--- config.mk ---
export PLATFORM = sky130hd
export DESIGN_NAME = serial_adder
export DESIGN_NICKNAME = d
export VERILOG_FILES = /design/src/rtl/serial_adder_pkg.sv /design/src/rtl/serial_adder_fa.sv /design/src/rtl/serial_adder.sv
export VERILOG_INCLUDE_DIRS = /design/src /design/src/rtl
export SDC_FILE = /design/constraint.sdc
export NUM_CORES = 1
export LEC_CHECK = 0
export BUFFER_PORTS_ARGS = -buffer_cell sky130_fd_sc_hd__buf_4
export CELL_PAD_IN_SITES_DETAIL_PLACEMENT = 0
export CELL_PAD_IN_SITES_GLOBAL_PLACEMENT = 1
export CORE_ASPECT_RATIO = 0.7
export CORE_MARGIN = 1.5
export CORE_UTILIZATION = 40
export DETAILED_ROUTE_END_ITERATION = 6
export PLACE_DENSITY_LB_ADDON = 0.08
export SYNTH_ARGS = -nofsm -noshare
export SYNTH_HDL_FRONTEND = slang
export SYNTH_SLANG_ARGS = --single-unit
--- constraint.sdc ---
create_clock -name clk -period 1.45 [get_ports clk]
set_input_delay 0.0725 -clock clk [delete_from_list [all_inputs] [get_ports clk]]
set_output_delay 0.0725 -clock clk [all_outputs]
set_load 0.01 [all_outputs]
--- src/rtl/serial_adder_defs.vh ---
// State encodings for the serial adder FSM, shared by the RTL package and anything
// that decodes the debug state.
`ifndef SERIAL_ADDER_DEFS_VH
`define SERIAL_ADDER_DEFS_VH
`define SA_ST_IDLE 2'b00
`define SA_ST_RUN  2'b01
`define SA_ST_DONE 2'b10
`endif

--- src/rtl/serial_adder_pkg.sv ---
// Shared types and helpers for the bit-serial adder.
package serial_adder_pkg;
`include "serial_adder_defs.vh"

  typedef enum logic [1:0] {
    ST_IDLE = `SA_ST_IDLE,
    ST_RUN  = `SA_ST_RUN,
    ST_DONE = `SA_ST_DONE
  } state_t;

  // Bit counter width: ceil(log2(w+1)), never below one bit.
  function automatic int cnt_bits(input int w);
    int b;
    b = $clog2(w + 1);
    return (b < 1) ? 1 : b;
  endfunction
endpackage

--- src/rtl/serial_adder_fa.sv ---
// One-bit full-adder cell; the only arithmetic on the operand datapath.
module full_adder (
  input  logic a,
  input  logic b,
  input  logic cin,
  output logic sum,
  output logic cout
);
  assign sum  = a ^ b ^ cin;
  assign cout = (a & b) | (a & cin) | (b & cin);
endmodule

--- src/rtl/serial_adder.sv ---
// Bit-serial adder: one full-adder cell, LSB first, one bit per clock.
// Handshake: start is accepted on an edge when busy=0 (IDLE or DONE); done is a
// one-cycle pulse during which sum/cout hold the new result; start is ignored while busy=1.
module serial_adder
  import serial_adder_pkg::*;
#(
  parameter int WIDTH = 8
) (
  input  logic             clk,
  input  logic             rst,
  input  logic             start,
  input  logic [WIDTH-1:0] a,
  input  logic [WIDTH-1:0] b,
  input  logic             cin,
  output logic             busy,
  output logic             done,
  output logic [WIDTH-1:0] sum,
  output logic             cout,
  output state_t           dbg_state
);
  localparam int CW = cnt_bits(WIDTH);

  state_t           state, state_nx;
  logic [WIDTH-1:0] a_q, b_q, shreg, shreg_nx;
  logic             carry;
  logic [CW-1:0]    cnt;
  logic             fa_sum, fa_cout;
  logic             last;

  // Operands shift right so the cell always sees bit 0; no indexed select needed.
  full_adder u_fa (
    .a   (a_q[0]),
    .b   (b_q[0]),
    .cin (carry),
    .sum (fa_sum),
    .cout(fa_cout)
  );

  assign last      = (cnt == CW'(WIDTH - 1));
  assign dbg_state = state;

  always_comb begin
    shreg_nx            = shreg >> 1;
    shreg_nx[WIDTH-1]   = fa_sum;
  end

  always_comb begin
    state_nx = state;
    busy     = 1'b0;
    done     = 1'b0;
    case (state)
      ST_IDLE: if (start) state_nx = ST_RUN;
      ST_RUN: begin
        busy = 1'b1;
        if (last) state_nx = ST_DONE;
      end
      ST_DONE: begin
        done     = 1'b1;
        state_nx = start ? ST_RUN : ST_IDLE;
      end
      default: state_nx = ST_IDLE;
    endcase
  end

  always_ff @(posedge clk) begin
    if (rst) begin
      state <= ST_IDLE;
      a_q   <= '0;
      b_q   <= '0;
      shreg <= '0;
      carry <= 1'b0;
      cnt   <= '0;
      sum   <= '0;
      cout  <= 1'b0;
    end else begin
      state <= state_nx;
      case (state)
        ST_IDLE, ST_DONE: begin
          if (start) begin
            a_q   <= a;
            b_q   <= b;
            carry <= cin;
            cnt   <= '0;
          end
        end
        ST_RUN: begin
          a_q   <= a_q >> 1;
          b_q   <= b_q >> 1;
          carry <= fa_cout;
          shreg <= shreg_nx;
          cnt   <= cnt + CW'(1);
          // Result registers move only on the completing edge.
          if (last) begin
            sum  <= shreg_nx;
            cout <= fa_cout;
          end
        end
        default: ;
      endcase
    end
  end
endmodule

Yosys cells after proc, flatten, opt, wreduce, memory -nomap -nowiden
Cells that the tools add are included.
{"block": "classes", "add_sub_neg": 1, "n_eq_ne": 6, "reduce_logical": 6, "n_mux": 14, "n_bitwise": 7}
{"op": "one-hot mux 8 bit (2 select lines)", "n": 2}
{"op": "two-way mux 8 bit", "n": 2}
{"op": "one-hot mux 4 bit (2 select lines)", "n": 1}
{"op": "inequality test 2 bit, second input constant", "n": 3}
{"op": "one-hot mux 2 bit (3 select lines)", "n": 1}
{"op": "AND reduction 2 bit", "n": 3}
{"op": "adder 4 x 1 -> 4 bit, second input constant", "n": 1}
{"op": "equality test 4 x 3 -> 1 bit, second input constant", "n": 1}
{"op": "two-way mux 1 bit", "n": 4}
{"op": "two-way mux 2 bit", "n": 2}
{"op": "two-way mux 4 bit", "n": 1}
{"op": "bitwise AND 1 bit", "n": 3}
{"op": "equality test 2 x 1 -> 1 bit, second input constant", "n": 1}
{"op": "equality test 2 bit, second input constant", "n": 1}
{"op": "logical NOT 2 bit", "n": 1}
{"op": "bitwise OR 1 bit", "n": 2}
{"op": "one-hot mux 1 bit (2 select lines)", "n": 1}
{"op": "nonzero test 2 bit", "n": 1}
{"op": "OR reduction 2 bit", "n": 1}
{"op": "bitwise XOR 1 bit", "n": 2}
{"block": "word_totals", "word_cells": 42, "regBits": 40}

Longest topological paths before layout
Gate-level depths: netlist of run 1.
{"block": "logic_depth", "depth_word": 4, "ltp_mapped": 5}

Modules after synthesis
Synthesis of run 1 repeated with hierarchy kept, for this count alone.
{"block": "unflattened", "cells_unflattened": 177, "hier_area_um2": 1661.6}
{"module": "serial_adder", "area_per_inst_um2": 1641.6, "instances": 1, "cells_per_inst": 176}
{"module": "full_adder", "area_per_inst_um2": 20.0, "instances": 1, "cells_per_inst": 1}

Least setup slack after synthesis of run 1
OpenSTA, ideal clock, no wires.
{"block": "synth_path", "path_kind": "reg-to-reg", "start": "register state[1] (netlist: dbg_state[1])", "end": "register b_q[5]", "n_path_buf": 1, "synth_period_minus_slack_ns": 1.201, "stages_incl_launch_ff": 6, "required_ns": 1.318, "arrival_time_ns": 1.069, "setup_ns": 0.132, "path_slack_ns": 0.249, "cell_sequence": "dfxtp_1 nand2b_2 clkinv_2 buf_4 a22oi_1 a21oi_1"}
{"block": "synth_between", "elab_chain_cells": 4, "elab_cells_between_ends": 8, "classes_between": "eq/ne: 3; mux: 1; reduce/logical: 4"}
{"element": "start: declaration", "line": "serial_adder.sv:23", "source": "state_t state, state_nx;"}
{"element": "start signal: assignment", "line": "serial_adder.sv:76", "source": "state <= state_nx;"}
{"element": "equality test 2 bit or logical NOT 2 bit (tied branches)", "line": "serial_adder.sv:77", "source": "case (state)"}
{"element": "OR reduction 2 bit", "line": "serial_adder.sv:77"}
{"element": "inequality test 2 bit (no line) or nonzero test 2 bit (tied branches)"}
{"element": "AND reduction 2 bit (no line)"}
{"element": "end signal: assignment", "line": "serial_adder.sv:88", "source": "b_q <= b_q >> 1;"}
{"element": "end: declaration", "line": "serial_adder.sv:24", "source": "logic [WIDTH-1:0] a_q, b_q, shreg, shreg_nx;"}
Several ways; a longest one is shown, not always the timed one.
A chain may end at the register's enable or synchronous reset.

Final worst setup path of run 1
{"block": "layout_path", "start": "register cnt[0]", "end": "register sum[4]"}
{"block": "layout_between", "elab_chain_cells": 2}
{"element": "start: declaration", "line": "serial_adder.sv:26", "source": "logic [CW-1:0] cnt;"}
{"element": "start signal: assignment", "line": "serial_adder.sv:91", "source": "cnt <= cnt + CW'(1);"}
{"element": "equality test 4 x 3 -> 1 bit", "line": "serial_adder.sv:39", "source": "assign last = (cnt == CW'(WIDTH - 1));"}
{"element": "AND reduction 2 bit (no line)"}
{"element": "end signal: assignment", "line": "serial_adder.sv:94", "source": "sum <= shreg_nx;"}
{"element": "end: declaration", "line": "serial_adder.sv:17", "source": "output logic [WIDTH-1:0] sum,"}
No other way between the ends.

==> results.cfg, run 1 <==
[outcome]
status = completed

[placed_design]
place_congestion = 0.734
dpl_worst_slack_ps = 40.0
port_buffers = 32
hpwl_mm = 2.39
place_area_um2 = 1920

[sta]
hold_viol_final = 0
finalSetupTns_ps = 0
drv_slew = 0
fmax_mhz = 741
period_share_pct = 93.1
tightest_slew_ps = 296
fin_ws_ps = 100
finalSetupViolCount = 0
worst_slew_margin_rel_pct = 80.2
skew_ps = 9.04
layout_min_cycle_time_ps = 1350
holdWs_ps = 18.2

[global_routing]
first_global_vias = 1223
antenna_found_initial = 0
gr-total-overflow = 0
grt_max_degree = 32
grt_pass1_wl_mm = 5.66
grt.total_usage_pct = 16.6

[worst_setup_path]
worst_setup_path_start_kind = flip-flop
critPathRequiredTime_ps = 1680
crit_type = reg2reg
critical_path_arrival_ps = 1580
end_kind = flip-flop
cp_max_fo = 4

[logic_synthesis]
ys_ff_latch = 39
avgSynthCellArea_um2 = 9.35
synthDistinctLibCells = 26
syn_nets = 199
ys.warnings.count = 0
synthesis.instances = 177
synth_seq_area_share_pct = 47.2
mappedNetlistArea_um2 = 1650

[clock_tree]
cts_tree = done
clock_latency_ps = 300
holdBufCountCts = 0
clock-sinks = 39
cts.path.max_buffers = 2
root_buffer = clkbuf_8
htreeDepth = 2
cts-buffers-inserted = 5
clk_pin_slew_worst_paths_ps = 80

[finish]
layout_common_cells = 45 x buf_4, 39 x dfxtp_1, 28 x a21oi_1
stdcell_area_um2 = 2090
syn2layout_area_growth_pct = 26.6
nets = 238
diodes = 0
drive_gt1_share_pct = 27.6
layout_commonest_cell = buf_4

[detailed_routing]
wirelength_mm = 3.60
vias = 1398
avgRoutedWirePerCell_um = 13.4
first_pass_iters = 4
viasPerCell = 5.20
drtIter0Drc = 91
postRouteAntennaNets = 0
route.detailed.drc = 0

[power_and_ir_drop]
powerDensity_nw_per_um2 = 1100
max-vdd-ir-drop_mv = 0.524
p_leak_nw = 0.806

[floorplanning]
dieWidth_um = 79.9
core_um2 = 3950
rows = 19
dieArea_um2 = 4540
die_h_um = 56.8
io_pins = 33
initial_core_util_pct = 41.9

[run]
maxCapViolations = 0

[hold_path]
holdCritPathClass = in2reg
repair_timing:
item                                    in CTS  in global routing
gates resized for setup                      1                  1
endpoints found under the setup margin       1                 10
gates cloned                                 0                  1
pin swaps                                    0                  2
setup buffers                                0                  5
logic make-up (layout without fill, tap and decap cells):
family	count (synthesis)	count (layout)	share of synthesized area (%)
fa+ha+maj	2	2	1.97
compound gates	44	44	16.0
flops	39	39	47.2
mux	11	11	7.03
simple gates	66	67	21.7
buf+inv	15	54	6.05
registers in the layout, summed over array words and instances (netlist names):
signal     flops
carry          1
shreg          7
a_q            8
sum            8
dbg_state      2
cnt            4
b_q            8
cout           1
power by group:
group	internal [W]	switching (W)	leakage, nW
sequential	0.00111	0.0000278	0.317
clock	0.000512	0.000394	0.0581
combinational	0.000125	0.000141	0.430
layout make-up:
type | count | area [um^2]
clock buffer | 5 | 68.8
inverter | 1 | 5.00
timing repair buffer | 45 | 338
fill | 396 | 1850
tap | 52 | 65.1
multi-input combinational | 124 | 792
sequential | 39 | 781
clock inverter | 3 | 43.8
metal layers:
layer  routed length, um  vias up  global-route usage (%)  part of all wire (%)
met5                   0        -                       0                     0
met1                1780      660                    23.2                    50
met2                1560       36                    22.8                    43
met4                  69        0                    8.62                   1.9
met3                 182        8                    4.88                   5.1
li1                    -      694                       -                     -
synthesized netlist by cell type:
| master | number | area [um^2] |
|---|---|---|
| nand3_1 | 19 | 95.1 |
| nor2_8 | 1 | 20.0 |
| clkinv_2 | 1 | 5.00 |
| nand2_1 | 17 | 63.8 |
| a211oi_2 | 1 | 12.5 |
| nor3b_1 | 1 | 7.51 |
| buf_6 | 2 | 22.5 |
| nand4_1 | 1 | 6.26 |
| mux2i_1 | 9 | 90.1 |
| nand3b_1 | 1 | 7.51 |
| a22oi_1 | 15 | 113 |
| clkbuf_1 | 3 | 11.3 |
| nor2_1 | 2 | 7.51 |
| ha_1 | 1 | 12.5 |
| nor2b_1 | 2 | 12.5 |
| a21oi_1 | 28 | 140 |
| dfxtp_1 | 39 | 781 |
| nor3_1 | 1 | 5.00 |
| buf_2 | 1 | 5.00 |
| nand2b_1 | 20 | 125 |
| mux2_1 | 1 | 11.3 |
| nand2b_2 | 1 | 8.76 |
| buf_1 | 1 | 3.75 |
| mux2_4 | 1 | 15.0 |
| fa_1 | 1 | 20.0 |
| buf_4 | 7 | 52.6 |
worst paths after layout:
check                              start       end  slack (ps)  cells after the start
worst min register to register  shreg[1]  shreg[1]         460                      2
worst max register to register    cnt[0]    sum[4]         100                      5
worst min-delay path                b[7]    b_q[7]          20                      3
worst max-delay path              cnt[0]    sum[4]         100                      5
through the flow:
| stage | utilization (%) | total power (W) | std cells |
|---|---|---|---|
| after floorplan | - | 0.00133 | 177 |
| after global placement | 48.8 | 0.00141 | 255 |
| after detailed placement | 48.8 | 0.00142 | 255 |
| after CTS | 51.7 | 0.00233 | 263 |
| after global routing | 53.0 | 0.00241 | 269 |
| final | 53.0 | 0.00231 | 269 |
critical path, cell delays in order (launching register included):
cell and delay, ps:
dfxtp_1 390, ha_2 220, nand3b_1 100, buf_4 160, nor2_4 210, mux2i_1 200
(Power assumes the default switching activity.)
==> inputs of run 2 (changes only) <==
Settings changed: ABC_AREA set to 1, CORE_UTILIZATION 40 to 39.
==> run 2 against run 1 <==
Synthesized cell count increased by 36%. Area after synthesis increased by 7.2%. Cell count increased by 22%. Critical path depth decreased by 2. Register-to-register slack improved by 110 ps. Sequential cell count unchanged. Combinational power increased by 15%. Core utilization decreased by 3.7 points. Via count increased by 15%. Final area increased by 2.6%.
==> results.cfg, run 2 <==
[logic_synthesis]
mappedNetlistArea_um2 = 1770
synthDistinctLibCells = 20
async_flop_share_pct = 0
synth-compound-area-share_pct = 9.17
avgSynthCellArea_um2 = 7.39
yosysMostFrequentCell = nand3_1
synthMuxAreaShare_pct = 0
synthesis.instances = 240
yosys.area.top_type = dfxtp_1
synth_simple_gate_area_share_pct = 34.2
synth_top_family_by_area = simple AND/OR/NAND/NOR gates
synth_top_area_share_pct = 44.0
synthXorXnorAreaFrac_pct = 0
ys.warnings.count = 0
synthTopCellsByCount = 69 x nand3_1, 39 x dfxtp_1, 33 x nand2_1
syn_nets = 262
synth_seq_area_share_pct = 44.0
ys_ff_latch = 39
synth-edff-count = 0
ys.flop_type = dfxtp_1
synthAdderAreaFrac_pct = 1.83
synthTopCellsByArea = dfxtp_1 44%, nand3_1 19%, nand2_1 7.0%

[worst_setup_path]
reg2reg_to = sum[2]
critical_path_arrival_ps = 1240
worst_setup_path_start_kind = flip-flop
crit_type = reg2out
cp_max_fo = 16
r2r_slack_ps = 210
critPathRequiredTime_ps = 1380
end_kind = output port
r2r_start = cnt[0]
crit_start = dbg_state[0]
r2r_cells = 5
crit_end = done

[clock_tree]
clk_pin_slew_worst_paths_ps = 80
root_buffer = clkbuf_8
cts_resized = 0
cts.path.max_buffers = 2
cts_tree = done
clock_latency_ps = 290
holdBufCountCts = 0
htreeDepth = 2
clock-sinks = 39
cts-buffers-inserted = 5
postCtsSetupBuffers = 0

[power_and_ir_drop]
swShare_pct = 27.8
p_leak_nw = 0.972
seq_power_share_pct = 52.8
powerDensity_nw_per_um2 = 1030
pwr-share-comb_pct = 13.8
p_int_w = 0.00159
max-vdd-ir-drop_mv = 0.460
switchingPower_w = 0.000613
pwr-share-clk_pct = 33.4

[detailed_routing]
postRouteAntennaNets = 0
avgRoutedWirePerCell_um = 12.2
vias = 1612
first_pass_iters = 4
route.detailed.drc = 0
drtIter0Drc = 42
wirelength_mm = 4.00
viasPerCell = 4.91

[floorplanning]
initial_core_util_pct = 40.7
core_um2 = 4350
dieWidth_um = 83.6
io_pins = 33
rows = 20
die_h_um = 59.4
dieArea_um2 = 4970

[finish]
layout_commonest_cell = nand3_1
layout_common_cells = 69 x nand3_1, 40 x buf_4, 39 x dfxtp_1
drive_gt1_share_pct = 21.6
final_core_util_pct = 49.3
stdcell_area_um2 = 2150
syn2layout_area_growth_pct = 21.1
nets = 294
largestRegisters = a_q: 8 flops, b_q: 8 flops, sum: 8 flops
diodes = 0

[sta]
skew_ps = 5.35
finalSetupTns_ps = 0
tightest_slew_ps = 251
layout_min_cycle_time_ps = 1310
period_share_pct = 90.6
drv_slew = 0
rsz0062_at_grt = false
worst_slew_margin_rel_pct = 83.1
fmax_mhz = 761
finalSetupViolCount = 0
hold_viol_final = 0

[global_routing]
grt_max_degree = 28
antenna_found_initial = 0
grt_pass1_wl_mm = 6.87
first_global_vias = 1525
grt.total_usage_pct = 17.2
gr-total-overflow = 0

[run]
maxCapViolations = 0

[placed_design]
place_area_um2 = 2060
port_buffers = 32
hpwl_mm = 2.63
place_congestion = 0.736

[outcome]
status = completed

[hold_path]
holdCritPathClass = in2reg
hold_depth = 3
[run 2: layout make-up]
class / instances / area [um^2]
clock buffer: 5 / 68.8
clock inverter: 3 / 20.0
fill: 464 / 2210
inverter: 22 / 85.1
multi-input combinational: 163 / 803
sequential: 39 / 781
tap: 55 / 68.8
timing repair buffer: 41 / 320
[run 2: through the flow]
stage / instances / setup WS, ps / hold slack [ps] / total power, W
final: 328 / 136 / 58.5 / 0.00221
after global routing: 328 / 77.8 / 54.3 / 0.00232
after CTS: 328 / 137 / 57.2 / 0.00223
after detailed placement: 320 / 206 / 370 / 0.00150
after global placement: 320 / 225 / 369 / 0.00150
after floorplan: 240 / 351 / 220 / 0.00140
[run 2: worst min-delay path by stage]
stage | from | slack [ps] | end
after global routing | b[7] | 50 | b_q[7]
after detailed placement | b[7] | 370 | b_q[7]
after global placement | b[7] | 370 | b_q[7]
final | b[7] | 60 | b_q[7]
after CTS | b[7] | 60 | b_q[7]
after floorplan | a[7] | 220 | a_q[7]
[run 2: cells by family (layout without fill, tap and decap cells)]
logic type | after synthesis | count (layout)
buffers and inverters | 38 | 71
flip-flops | 39 | 39
AND/OR/NAND/NOR | 130 | 130
adder cells (fa/ha/maj) | 2 | 2
AO/OA/AOI/OAI | 31 | 31
[run 2: power by group through the flow]
stage               logic (W)  clock network, W  registers, W
finish               0.000305          0.000736       0.00116
global route         0.000351          0.000798       0.00117
CTS                  0.000309          0.000758       0.00116
detailed placement   0.000307                 0       0.00119
global placement     0.000309                 0       0.00119
floorplan            0.000218                 0       0.00118
[run 2: worst max-delay path: stages (launching register included)]
cell and delay [ps]:
dfxtp_1 460, buf_4 270, nor2_1 70, buf_4 140
[run 2: metal layers]
layer | share of wire [%] | GRT usage, % | up-vias
met3 | 4.5 | 4.46 | 4
met1 | 53 | 24.3 | 727
li1 | - | - | 857
met5 | 0 | 0 | -
met4 | 0.85 | 5.85 | 0
met2 | 42 | 25.8 | 24
==> inputs of run 3 (changes only) <==
Settings changed: CORE_UTILIZATION 39 to 42.
Clock period 1.45 ns to 1.6 ns, I/O delays scaled along.
==> run 3 against run 2 <==
Via count fell by 0.43%. Sequential share of layout area shrank 0.23 points. Highest routed layer unchanged. Non-clock buffer count fell by 2. Core utilization rose by 4.8 points. Critical path depth did not move.
==> results.cfg, run 3 (synthesized netlist as in run 2, its figures left out) <==
[global_routing]
grt.total_usage_pct = 19.5
gr-total-overflow = 0
grt_pass1_wl_mm = 6.78
grt_max_degree = 28
first_global_vias = 1444
antenna_found_initial = 0

[finish]
layout_common_cells = 69 x nand3_1, 39 x dfxtp_1, 39 x buf_4
layout_commonest_cell = nand3_1
diodes = 0
drive_gt1_share_pct = 20.7
fill_cells = 415
regArea_um2 = 781
largestRegisters = a_q: 8 flops, b_q: 8 flops, sum: 8 flops
nets = 292
multi_input_area_um2 = 801
stdcell_area_um2 = 2160
syn2layout_area_growth_pct = 21.9

[worst_setup_path]
crit_chain = inv_4 -> nor2_4 -> buf_4
crit_type = reg2out
critPathRequiredTime_ps = 1520
crit_path_top_delay_cell = dfxtp_1
worst_setup_path_start_kind = flip-flop
cp_max_fo = 17
slowest_delay_ps = 430
end_kind = output port
critical_path_arrival_ps = 1220

[sta]
hold_viol_final = 0
skew_ps = 4.76
rsz0062_at_grt = false
tightest_slew_ps = 416
drv_slew = 0
fin_ws_ps = 299
holdWs_ps = 41.6
period_share_pct = 81.3
fmax_mhz = 769
finalSetupTns_ps = 0
layout_min_cycle_time_ps = 1300
finalSetupViolCount = 0
worst_slew_margin_rel_pct = 72.2

[power_and_ir_drop]
powerDensity_nw_per_um2 = 1070
max-vdd-ir-drop_mv = 0.532
p_leak_nw = 0.983

[floorplanning]
io_pins = 33
initial_core_util_pct = 44.4
die_h_um = 57.4
rows = 19
core_um2 = 3990
dieArea_um2 = 4630
dieWidth_um = 80.7

[outcome]
status = completed

[clock_tree]
holdBufCountCts = 0
clk_pin_slew_worst_paths_ps = 80
cts-buffers-inserted = 5
cts_tree = done
htreeDepth = 2
postCtsSetupBuffers = 0
cts.path.max_buffers = 2
root_buffer = clkbuf_8
cts_resized = 0
clock-sinks = 39
clock_latency_ps = 300

[detailed_routing]
first_pass_iters = 5
drtIter0Drc = 62
avgRoutedWirePerCell_um = 12.2
route.detailed.drc = 0
viasPerCell = 4.97
vias = 1605
postRouteAntennaNets = 0
wirelength_mm = 3.93

[placed_design]
dpl_worst_slack_ps = 333
hpwl_mm = 2.62
place_congestion = 0.697
port_buffers = 32
place_area_um2 = 2020

[hold_path]
holdCritPathClass = in2reg

[run]
maxCapViolations = 0
-- run 3: cell count changes in the layout (fill, tap and decap cells not counted), sizes merged --
cell      before  now
clkinv         2    1
clkinvlp       2    1
buf           41   39
bufinv         0    2
-- run 3: final cells by class --
type / count / share of cell area, %
multi-input cells: 163 / 37.1
flip-flops and latches: 39 / 36.1
repair buffers: 39 / 13.5
inverters: 22 / 3.94
clock buffers: 5 / 3.18
clock inverters: 3 / 3.13
well taps: 52 / 3.01
-- run 3: final timing paths --
kind / startpoint / endpoint / slack [ps] / depth (start not counted)
hold / removal: a[7] / a_q[7] / 40 / 3
setup reg to reg: cnt[0] / sum[4] / 320 / 6
setup / recovery: dbg_state[0] / busy / 300 / 3
hold reg to reg: shreg[1] / shreg[1] / 480 / 2
-- run 3: metrics by stage --
stage / util [%] / std cells / power [W]
finish: 54.1 / 323 / 0.00231
global route: 54.1 / 323 / 0.00243
CTS: 54.1 / 323 / 0.00234
detailed placement: 50.7 / 315 / 0.00134
global placement: 50.7 / 315 / 0.00134
floorplan: - / 240 / 0.00127
-- run 3: worst max-delay path, delay by kind of cell (launching register included) --
family / cells / cell delay [ps]
flops: 1 / 430
buf+inv: 2 / 290
simple gates: 1 / 200
-- run 3: report_power, final --
part	total [W]	switching, W	internal (W)
sequential	0.00105	0.0000333	0.00102
clock	0.000993	0.000371	0.000622
combinational	0.000265	0.000155	0.000109
-- run 3: layer usage --
layer | wire, um | track usage (%) | share of wire, % | vias up
met5 | 0 | 0 | 0 | -
met4 | 81 | 9.61 | 2.1 | 0
met3 | 150 | 5.28 | 3.8 | 7
met2 | 1520 | 27.7 | 39 | 26
met1 | 2180 | 27.3 | 55 | 726
li1 | - | - | - | 846
